==> src/rtl/pair_unpack_pkg.sv <==
// pair_unpack_pkg
// Shared types and constants for the pair stream unpacker.
//   state_t     : controller states
//   PAIR_A_IDX  : field index of A (first element) inside a pair word, in DW units
//   PAIR_B_IDX  : field index of B (second element) inside a pair word, in DW units
package pair_unpack_pkg;

    typedef enum logic [2:0] {
        IDLE    = 3'd0,
        COLLECT = 3'd1,
        FLUSH   = 3'd2,
        CHECK   = 3'd3,
        DONE    = 3'd4
    } state_t;

    localparam int PAIR_A_IDX = 0;
    localparam int PAIR_B_IDX = 1;

endpackage

==> src/rtl/pair_nest_counter.sv <==
// pair_nest_counter
// Nested-for (i, j) iterator over the remaining pair schedule once the
// element count n is known. Walks (1,3),(1,4)..(1,n-1),(2,3)..(n-2,n-1).
// Ports:
//   clk, rst : clock, synchronous active-high reset (i=0, j=0)
//   n        : frozen element count (AW+1 bits)
//   load     : start the schedule at (1,3)
//   step     : advance to the next pair
//   i, j     : current expected pair indices
//   last     : current pair is the final one (n-2, n-1)
module pair_nest_counter #(
    parameter int AW = 8
) (
    input  logic          clk,
    input  logic          rst,
    input  logic [AW:0]   n,
    input  logic          step,
    input  logic          load,
    output logic [AW-1:0] i,
    output logic [AW-1:0] j,
    output logic          last
);

    logic [AW:0] n_m1;
    logic [AW:0] n_m2;

    assign n_m1 = n - (AW+1)'(1);
    assign n_m2 = n - (AW+1)'(2);
    assign last = ({1'b0, i} == n_m2) && ({1'b0, j} == n_m1);

    always_ff @(posedge clk) begin
        if (rst) begin
            i <= '0;
            j <= '0;
        end else if (load) begin
            i <= AW'(1);
            j <= AW'(3);
        end else if (step) begin
            if ({1'b0, j} == n_m1) begin
                // next run starts right after the new i, i.e. old i + 2
                i <= i + AW'(1);
                j <= i + AW'(2);
            end else begin
                j <= j + AW'(1);
            end
        end
    end

endmodule

==> src/rtl/pair_stream_unpacker.sv <==
// pair_stream_unpacker
// Rebuilds the element list A_0..A_{n-1} from a nested-for pair stream
// (0,1),(0,2)..(0,n-1),(1,2)..(n-2,n-1) and checks the tail of the stream.
// The first run (pairs with A == A_0) yields every element; the rest is
// only checked against the i/j schedule.
// Optional macro PAIR_UNPACK_CHECK_EN: keep the full element store and
// compare pair content in the check phase; without it only the pair count
// and protocol are checked.
// Ports:
//   clk, rst   : clock, synchronous active-high reset
//   valid_in   : pair_in valid
//   pair_in    : [DW-1:0] = A, [2*DW-1:DW] = B
//   eos        : end of stream (applied after any pair in the same cycle)
//   dout       : reconstructed element (registered)
//   valid_out  : dout valid
//   count      : elements emitted so far
//   done       : stream closed, sticky until rst
//   err        : protocol/content error, sticky until rst
//
// state   | meaning
// IDLE    | waiting for first pair or empty-stream eos
// COLLECT | first run: each pair adds one element
// FLUSH   | emit last pending element, then close
// CHECK   | remaining runs, walked by the nested counter
// DONE    | closed; any further pair is an error
module pair_stream_unpacker
    import pair_unpack_pkg::*;
#(
    parameter int DW = 8,
    parameter int AW = 8
) (
    input  logic            clk,
    input  logic            rst,
    input  logic            valid_in,
    input  logic [2*DW-1:0] pair_in,
    input  logic            eos,
    output logic [DW-1:0]   dout,
    output logic            valid_out,
    output logic [AW:0]     count,
    output logic            done,
    output logic            err
);

    localparam logic [AW:0] N_MAX = {1'b1, {AW{1'b0}}};

    state_t        state, state_nxt;
    logic [DW-1:0] pair_a, pair_b;
    logic [DW-1:0] first_a, pending;
    logic [AW:0]   n;
    logic [AW-1:0] ci, cj;
    logic          clast;
    logic          take_first, take_b, emit_pend, err_set;
    logic          cnt_load, cnt_step;
    logic          run2_bad, chk_bad;

    assign pair_a = pair_in[PAIR_A_IDX*DW +: DW];
    assign pair_b = pair_in[PAIR_B_IDX*DW +: DW];
    assign done   = (state == DONE);

    pair_nest_counter #(.AW(AW)) u_nest (
        .clk  (clk),
        .rst  (rst),
        .n    (n),
        .step (cnt_step),
        .load (cnt_load),
        .i    (ci),
        .j    (cj),
        .last (clast)
    );

`ifdef PAIR_UNPACK_CHECK_EN
    logic [DW-1:0] mem [2**AW];

    always_ff @(posedge clk) begin
        if (take_first) begin
            mem[0] <= pair_a;
            mem[1] <= pair_b;
        end
        if (take_b) begin
            mem[n[AW-1:0]] <= pair_b;
        end
    end

    assign run2_bad = (pair_a != mem[1]) || (pair_b != mem[2]);
    assign chk_bad  = (pair_a != mem[ci]) || (pair_b != mem[cj]);
`else
    // indices only matter when content is compared
    logic idx_unused;
    assign idx_unused = ^{ci, cj};
    assign run2_bad   = 1'b0;
    assign chk_bad    = 1'b0;
`endif

    always_ff @(posedge clk) begin
        if (rst) begin
            state <= IDLE;
        end else begin
            state <= state_nxt;
        end
    end

    always_comb begin
        state_nxt  = state;
        take_first = 1'b0;
        take_b     = 1'b0;
        emit_pend  = 1'b0;
        err_set    = 1'b0;
        cnt_load   = 1'b0;
        cnt_step   = 1'b0;
        case (state)
            IDLE: begin
                if (valid_in) begin
                    take_first = 1'b1;
                    state_nxt  = eos ? FLUSH : COLLECT;
                end else if (eos) begin
                    state_nxt = DONE;
                end
            end
            COLLECT: begin
                if (valid_in) begin
                    if (pair_a == first_a) begin
                        if (n == N_MAX) begin
                            err_set   = 1'b1;
                            state_nxt = DONE;
                        end else begin
                            take_b    = 1'b1;
                            emit_pend = 1'b1;
                            if (eos) state_nxt = FLUSH;
                        end
                    end else begin
                        // first pair of run 1: element count is now final
                        emit_pend = 1'b1;
                        if (run2_bad) err_set = 1'b1;
                        if (n == (AW+1)'(3)) begin
                            state_nxt = DONE;
                        end else if (n == (AW+1)'(2) || eos) begin
                            err_set   = 1'b1;
                            state_nxt = DONE;
                        end else begin
                            cnt_load  = 1'b1;
                            state_nxt = CHECK;
                        end
                    end
                end else if (eos) begin
                    emit_pend = 1'b1;
                    state_nxt = DONE;
                    if (n > (AW+1)'(2)) err_set = 1'b1;
                end
            end
            FLUSH: begin
                emit_pend = 1'b1;
                state_nxt = DONE;
                if (valid_in) err_set = 1'b1;
            end
            CHECK: begin
                if (valid_in) begin
                    cnt_step = 1'b1;
                    if (chk_bad) err_set = 1'b1;
                    if (clast) begin
                        state_nxt = DONE;
                    end else if (eos) begin
                        err_set   = 1'b1;
                        state_nxt = DONE;
                    end
                end else if (eos) begin
                    err_set   = 1'b1;
                    state_nxt = DONE;
                end
            end
            DONE: begin
                if (valid_in) err_set = 1'b1;
            end
            default: state_nxt = IDLE;
        endcase
    end

    always_ff @(posedge clk) begin
        if (rst) begin
            dout      <= '0;
            valid_out <= 1'b0;
            count     <= '0;
            err       <= 1'b0;
            first_a   <= '0;
            pending   <= '0;
            n         <= '0;
        end else begin
            valid_out <= take_first | emit_pend;
            if (take_first) begin
                dout    <= pair_a;
                first_a <= pair_a;
                pending <= pair_b;
                n       <= (AW+1)'(2);
                count   <= count + (AW+1)'(1);
            end else if (emit_pend) begin
                dout  <= pending;
                count <= count + (AW+1)'(1);
            end
            if (take_b) begin
                pending <= pair_b;
                n       <= n + (AW+1)'(1);
            end
            if (err_set) err <= 1'b1;
        end
    end

endmodule

==> config.mk <==
export PLATFORM = sky130hd
export DESIGN_NAME = pair_stream_unpacker
export DESIGN_NICKNAME = d
export VERILOG_FILES = /design/src/rtl/pair_unpack_pkg.sv /design/src/rtl/pair_nest_counter.sv /design/src/rtl/pair_stream_unpacker.sv
export SDC_FILE = /design/constraint.sdc
export NUM_CORES = 1
export LEC_CHECK = 0
export ABC_AREA = 1
export BUFFER_PORTS_ARGS = -buffer_cell sky130_fd_sc_hd__buf_2
export CAP_MARGIN = 20
export CORE_AREA = 2 2 69 137
export CTS_CLUSTER_SIZE = 30
export DETAILED_ROUTE_END_ITERATION = 10
export DIE_AREA = 0 0 71 139
export PLACE_DENSITY = 0.73
export SLEW_MARGIN = 20
export SYNTH_ARGS = -nofsm -noshare
export SYNTH_HDL_FRONTEND = slang
export SYNTH_SLANG_ARGS = --single-unit
==> constraint.sdc <==
create_clock -name clk -period 2.26 [get_ports clk]
set_input_delay 0.452 -clock clk [delete_from_list [all_inputs] [get_ports clk]]
set_output_delay 0.452 -clock clk [all_outputs]
set_load 0.05 [all_outputs]
# [Word-level counts from Yosys, hierarchy flattened]
# Cells that the tools add are included.
[totals] in_bits=20 regBits=63
[op_classes] n_reduce_logical=12 order_cmp=1 n_eq_ne=11 n_addsub=7 n_bitwise=2 n_mux=52
[ops] operator="$mux 8" n=5
[ops] operator="$mux 9" n=4
[ops] operator="$mux 3" n=10
[ops] operator="$mux 1" n=27
[ops] operator="$add 9x1->9 const B" n=2
[ops] operator="$eq 8x9->1" n=2
[ops] operator="$eq 9x2->1 const B" n=2
[ops] operator="$add 8x1->8 const B" n=2
[ops] operator="$pmux 3 s5" n=1
[ops] operator="$eq 9x9->1 const B" n=1
[ops] operator="$gt 9x2->1 const B" n=1
[ops] operator="$sub 9x1->9 const B" n=1
[ops] operator="$sub 9x2->9 const B" n=1
[ops] operator="$add 8x2->8 const B" n=1
[ops] operator="$eq 8x8->1" n=1
[ops] operator="$reduce_bool 2->1" n=4
[ops] operator="$eq 3x2->1 const B" n=2
[ops] operator="$mux 2" n=3
[ops] operator="$reduce_and 2->1" n=3
[ops] operator="$ne 5x5->1 const B" n=1
[ops] operator="$reduce_or 2->1" n=2
[ops] operator="$eq 3x1->1 const B" n=1
[ops] operator="$eq 3x3->1 const B" n=1
[ops] operator="$logic_not 3->1" n=1
[ops] operator="6 further kinds" n=6

# [Logic depth before layout (Yosys ltp)]
[logic_depth] depth_word=9 ltp_mapped=17 depth_no_buf=17

# [By module]
# A second synthesis with hierarchy kept.
[hier_totals] hier_cells=642 area_unflattened_um2=4249.1
[by_module_without_submodules] module="pair_stream_unpacker" cells_each=380 seq_area_each_um2=940.9 area_each_um2=2655.0 n_inst=1
[by_module_without_submodules] module="pair_nest_counter" cells_each=262 seq_area_each_um2=320.3 area_each_um2=1594.0 n_inst=1

# [Worst setup path after synthesis]
# Ideal clock, no wire load.
[synth_timing] path_kind="register to register" from="reg n[0]" to="reg u_nest.j[3]" path_slack_ns=0.297 arrival_time_ns=1.844 path_stages_with_launch=12 path_cell_list="dfxtp_1 -> buf_2 -> inv_1 -> ha_1 -> xnor2_1 -> nor3_2 -> nand3_2 -> nor2_8 -> buf_8 -> nor2_1 -> a211oi_1 -> nor2_1"
[synth_via] elab_chain_cells=8
[synth_rtl] element="start, declared" line="pair_stream_unpacker.sv:49" text="logic [AW:0] n;"
[synth_rtl] element="start signal, assigned" line="pair_stream_unpacker.sv:192" text="n <= (AW+1)'(2);"
[synth_rtl] element="start signal, assigned" line="pair_stream_unpacker.sv:200" text="n <= n + (AW+1)'(1);"
[synth_rtl] element="branches (longest 8 deep; another with $sub 9x1->9)"
[synth_rtl] element="end signal, assigned" line="pair_nest_counter.sv:42" text="j <= i + AW'(2);"
[synth_rtl] element="end signal, assigned" line="pair_nest_counter.sv:44" text="j <= j + AW'(1);"
[synth_rtl] element="end, declared" line="pair_nest_counter.sv:20" text="output logic [AW-1:0] j,"
# Parallel ways; which one is timed is not known.
# A chain may end at the register's enable or synchronous reset.

# [Final worst setup path]
[layout_timing] from="reg n[1]" to="reg u_nest.j[6]"
# The elaborated chain is that of the path after synthesis.

==> results_dict.tcl <==
set metrics [dict create \
    status "completed" \
    diodes 0 \
    die_h_um 139 \
    placed_area_um2 4200 \
    worst_pin_slew_ns 0.479 \
    fillCellCount 873 \
    hold_viol 0 \
    seq_area_frac_synth_pct 32.4 \
    maxSlewHeadroom_pct 68.0 \
    path_max_fanout 8 \
    finClkSkew_ns 0.00426 \
    ioPinCount 40 \
    dp_hpwl_mm 9.14 \
    drt_iter0_drc 318 \
    ys.flop_type "dfxtp_1" \
    grt_max_degree 31 \
    netlist_area_um2 3890 \
    final-instance-count-excl-fill 753 \
    setup_violations 0 \
    report.final.slew_viol_count 0 \
    synth.top_cell.area_share_pct 32.4 \
    ys_seq_elements 63 \
    ys_types 38 \
    initial_core_util_pct 43.7 \
    cts.clk_slew.worst_paths_ns 0.05 \
    core_um2 8890 \
    rsz0062_at_grt "true" \
    drc_errors 0 \
    wl_per_cell_um 15.7 \
    hold_class "in2reg" \
    required_ns 2.52 \
    synth.avg_cell_area_um2 6.50 \
    fin_area_um2 4530 \
    postCtsHoldBufs 0 \
    timing.fmax_ghz 0.482 \
    rows 49 \
    drtPass1Iterations 4 \
    endpoint_kind "register" \
    wl_mm 11.8 \
    leakagePower_uw 0.00211 \
    ys_top_cells_by_area "dfxtp_1, nand2_1, nor2_1, a21oi_1, inv_1" \
    syn_inst 598 \
    numClockSinks 63 \
    grt-ovfl-total 0 \
    yosys.area.top_type "dfxtp_1" \
    synthesis.nets 627 \
    cts_buffers 9 \
    io_buffers 39 \
    post-route-util_pct 51.0 \
    syn2layout_area_growth_pct 16.5 \
    clock_latency_ns 0.33 \
    htreeDepth 3 \
    async_flop_share_pct 0 \
    antenna_found_initial 0 \
    post-route-period-util_pct 91.8 \
    vias 4078 \
    irDropWorstVdd_mv 0.673 \
    fp.dieW_um 71 \
    fin_nets 675 \
    place_congestion 0.920 \
    drtAntennaViolNets 0 \
    die_area_um2 9870 \
    grt_pass1_wl_mm 18.8 \
    ys.warnings.count 0 \
    via_per_inst 5.42 \
    critPathKind "reg2reg" \
    grt_pass1_vias 4092 \
    dp.cells 734 \
    synth-edff-count 0 \
    power_density_nw_per_um2 811 \
    start_kind "register" \
    whs_ns 0.349 \
    grt_use_total_pct 24.4 \
    setup-tns-final_ns 0 \
    drive_gt1_share_pct 15.5 \
    clock-root-buffer "clkbuf_16" \
    cts_tree "yes" \
    maxCapViolations 0 \
    cts_buffer_depth 2 \
    fin_crit_ns 2.08 \
    worstPathArrival_ns 2.33 \
]
[repair_timing]
| action | CTS | global route |
|---|---|---|
| setup endpoints to repair | 0 | 43 |
| setup buffers | 0 | 2 |
| gates resized for setup | 0 | 9 |
[synth_stat cells, drive strengths merged (2+ instances only)]
master / count
nand4: 3
a21oi: 45
o21ai: 40
o22ai: 2
nor2: 75
nand3: 38
clkbuf: 7
dfxtp: 63
inv: 67
xnor2: 15
and3: 2
a211oi: 2
nand3b: 3
ha: 9
xor2: 16
o211ai: 2
or2: 3
buf: 10
nor3: 7
a31oi: 9
nand2: 176
[cell families (layout without fill, tap and decap cells)]
logic type / Yosys count / after routing / synth area share [%]
DFF: 63 / 63 / 32.4
and+or+nand+nor: 308 / 309 / 33.9
AOI/OAI and AO/OA: 102 / 102 / 14.0
xor gates and xnor gates: 32 / 32 / 7.56
buffers and inverters: 84 / 136 / 9.20
adders and majority gates: 9 / 9 / 2.90
[state kept, by name, indices dropped and copies added (netlist names)]
name and count:
count 9, dout 8, err 1, first_a 8, n 9, pending 8
state 3, u_nest.i 8, u_nest.j 8, valid_out 1
[metal layers]
metal / vias up / GRT usage [%] / wire length [µm]
met1: 1873 / 21.3 / 3940
met3: 66 / 4.65 / 404
met4: 0 / 23.0 / 1130
met5: - / 0 / 0
met2: 124 / 44.2 / 6350
li1: 2015 / - / -
[metrics by stage]
step	power, µW	worst slack (ns)
after global placement	2270	0.120
after CTS	3660	0.0789
after detailed placement	2290	0.0783
after floorplan	2030	0.297
after global routing	3870	-0.000855
final	3680	0.185
[layout by cell type (no fill, tap or decap), types with 3 or more instances in the layout]
cell,n
a31oi_1,9
a21oi_1,45
nand4_1,3
nand2_2,6
buf_2,39
xor2_1,16
dfxtp_1,61
inv_2,7
nor3_1,6
clkbuf_1,3
clkbuf_16,9
nor2_1,69
nand2_1,169
nand3b_1,3
buf_4,13
inv_1,58
xnor2_1,15
o21ai_0,39
nand3_1,36
or2_2,3
ha_1,8
nor2_2,4
[where the power goes]
part	switching (µW)	internal, µW
clock	490	883
combinational	709	275
sequential	85.5	1230
total	1280	2390
[area by class of cell]
type,instances,area (µm²),area share (%)
repair buffers,53,300,6.63
well taps,102,128,2.82
clock inverters,3,42.5,0.939
clock buffers,13,250,5.52
inverters,67,258,5.69
multi-input cells,452,2290,50.5
flip-flops and latches,63,1260,27.9
[worst max-delay path, stage by stage, from the launching register on]
cell      delay, ns
dfxtp_2        0.34
inv_1          0.12
ha_1           0.22
nand2_2        0.11
inv_2          0.07
nand2_1        0.07
nand2_1        0.06
nand2_1        0.07
nor2_1         0.13
nand2_2        0.10
nor2_8         0.20
clkbuf_4       0.23
nand2_1        0.12
a31oi_1        0.17
[worst paths after layout]
kind,endpoint,cells past startpoint,start,slack (ns)
min,pending[3]$_SDFFE_PP0P_,3,pair_in[11],0.35
max,u_nest.j[6]$_SDFFE_PP0P_,13,n[1]$_SDFFE_PP0P_,0.18
min reg2reg,first_a[6]$_SDFFE_PP0P_,2,first_a[6]$_SDFFE_PP0P_,0.48
max reg2reg,u_nest.j[6]$_SDFFE_PP0P_,13,n[1]$_SDFFE_PP0P_,0.18
Note: power is estimated with default switching activity, not from simulation.
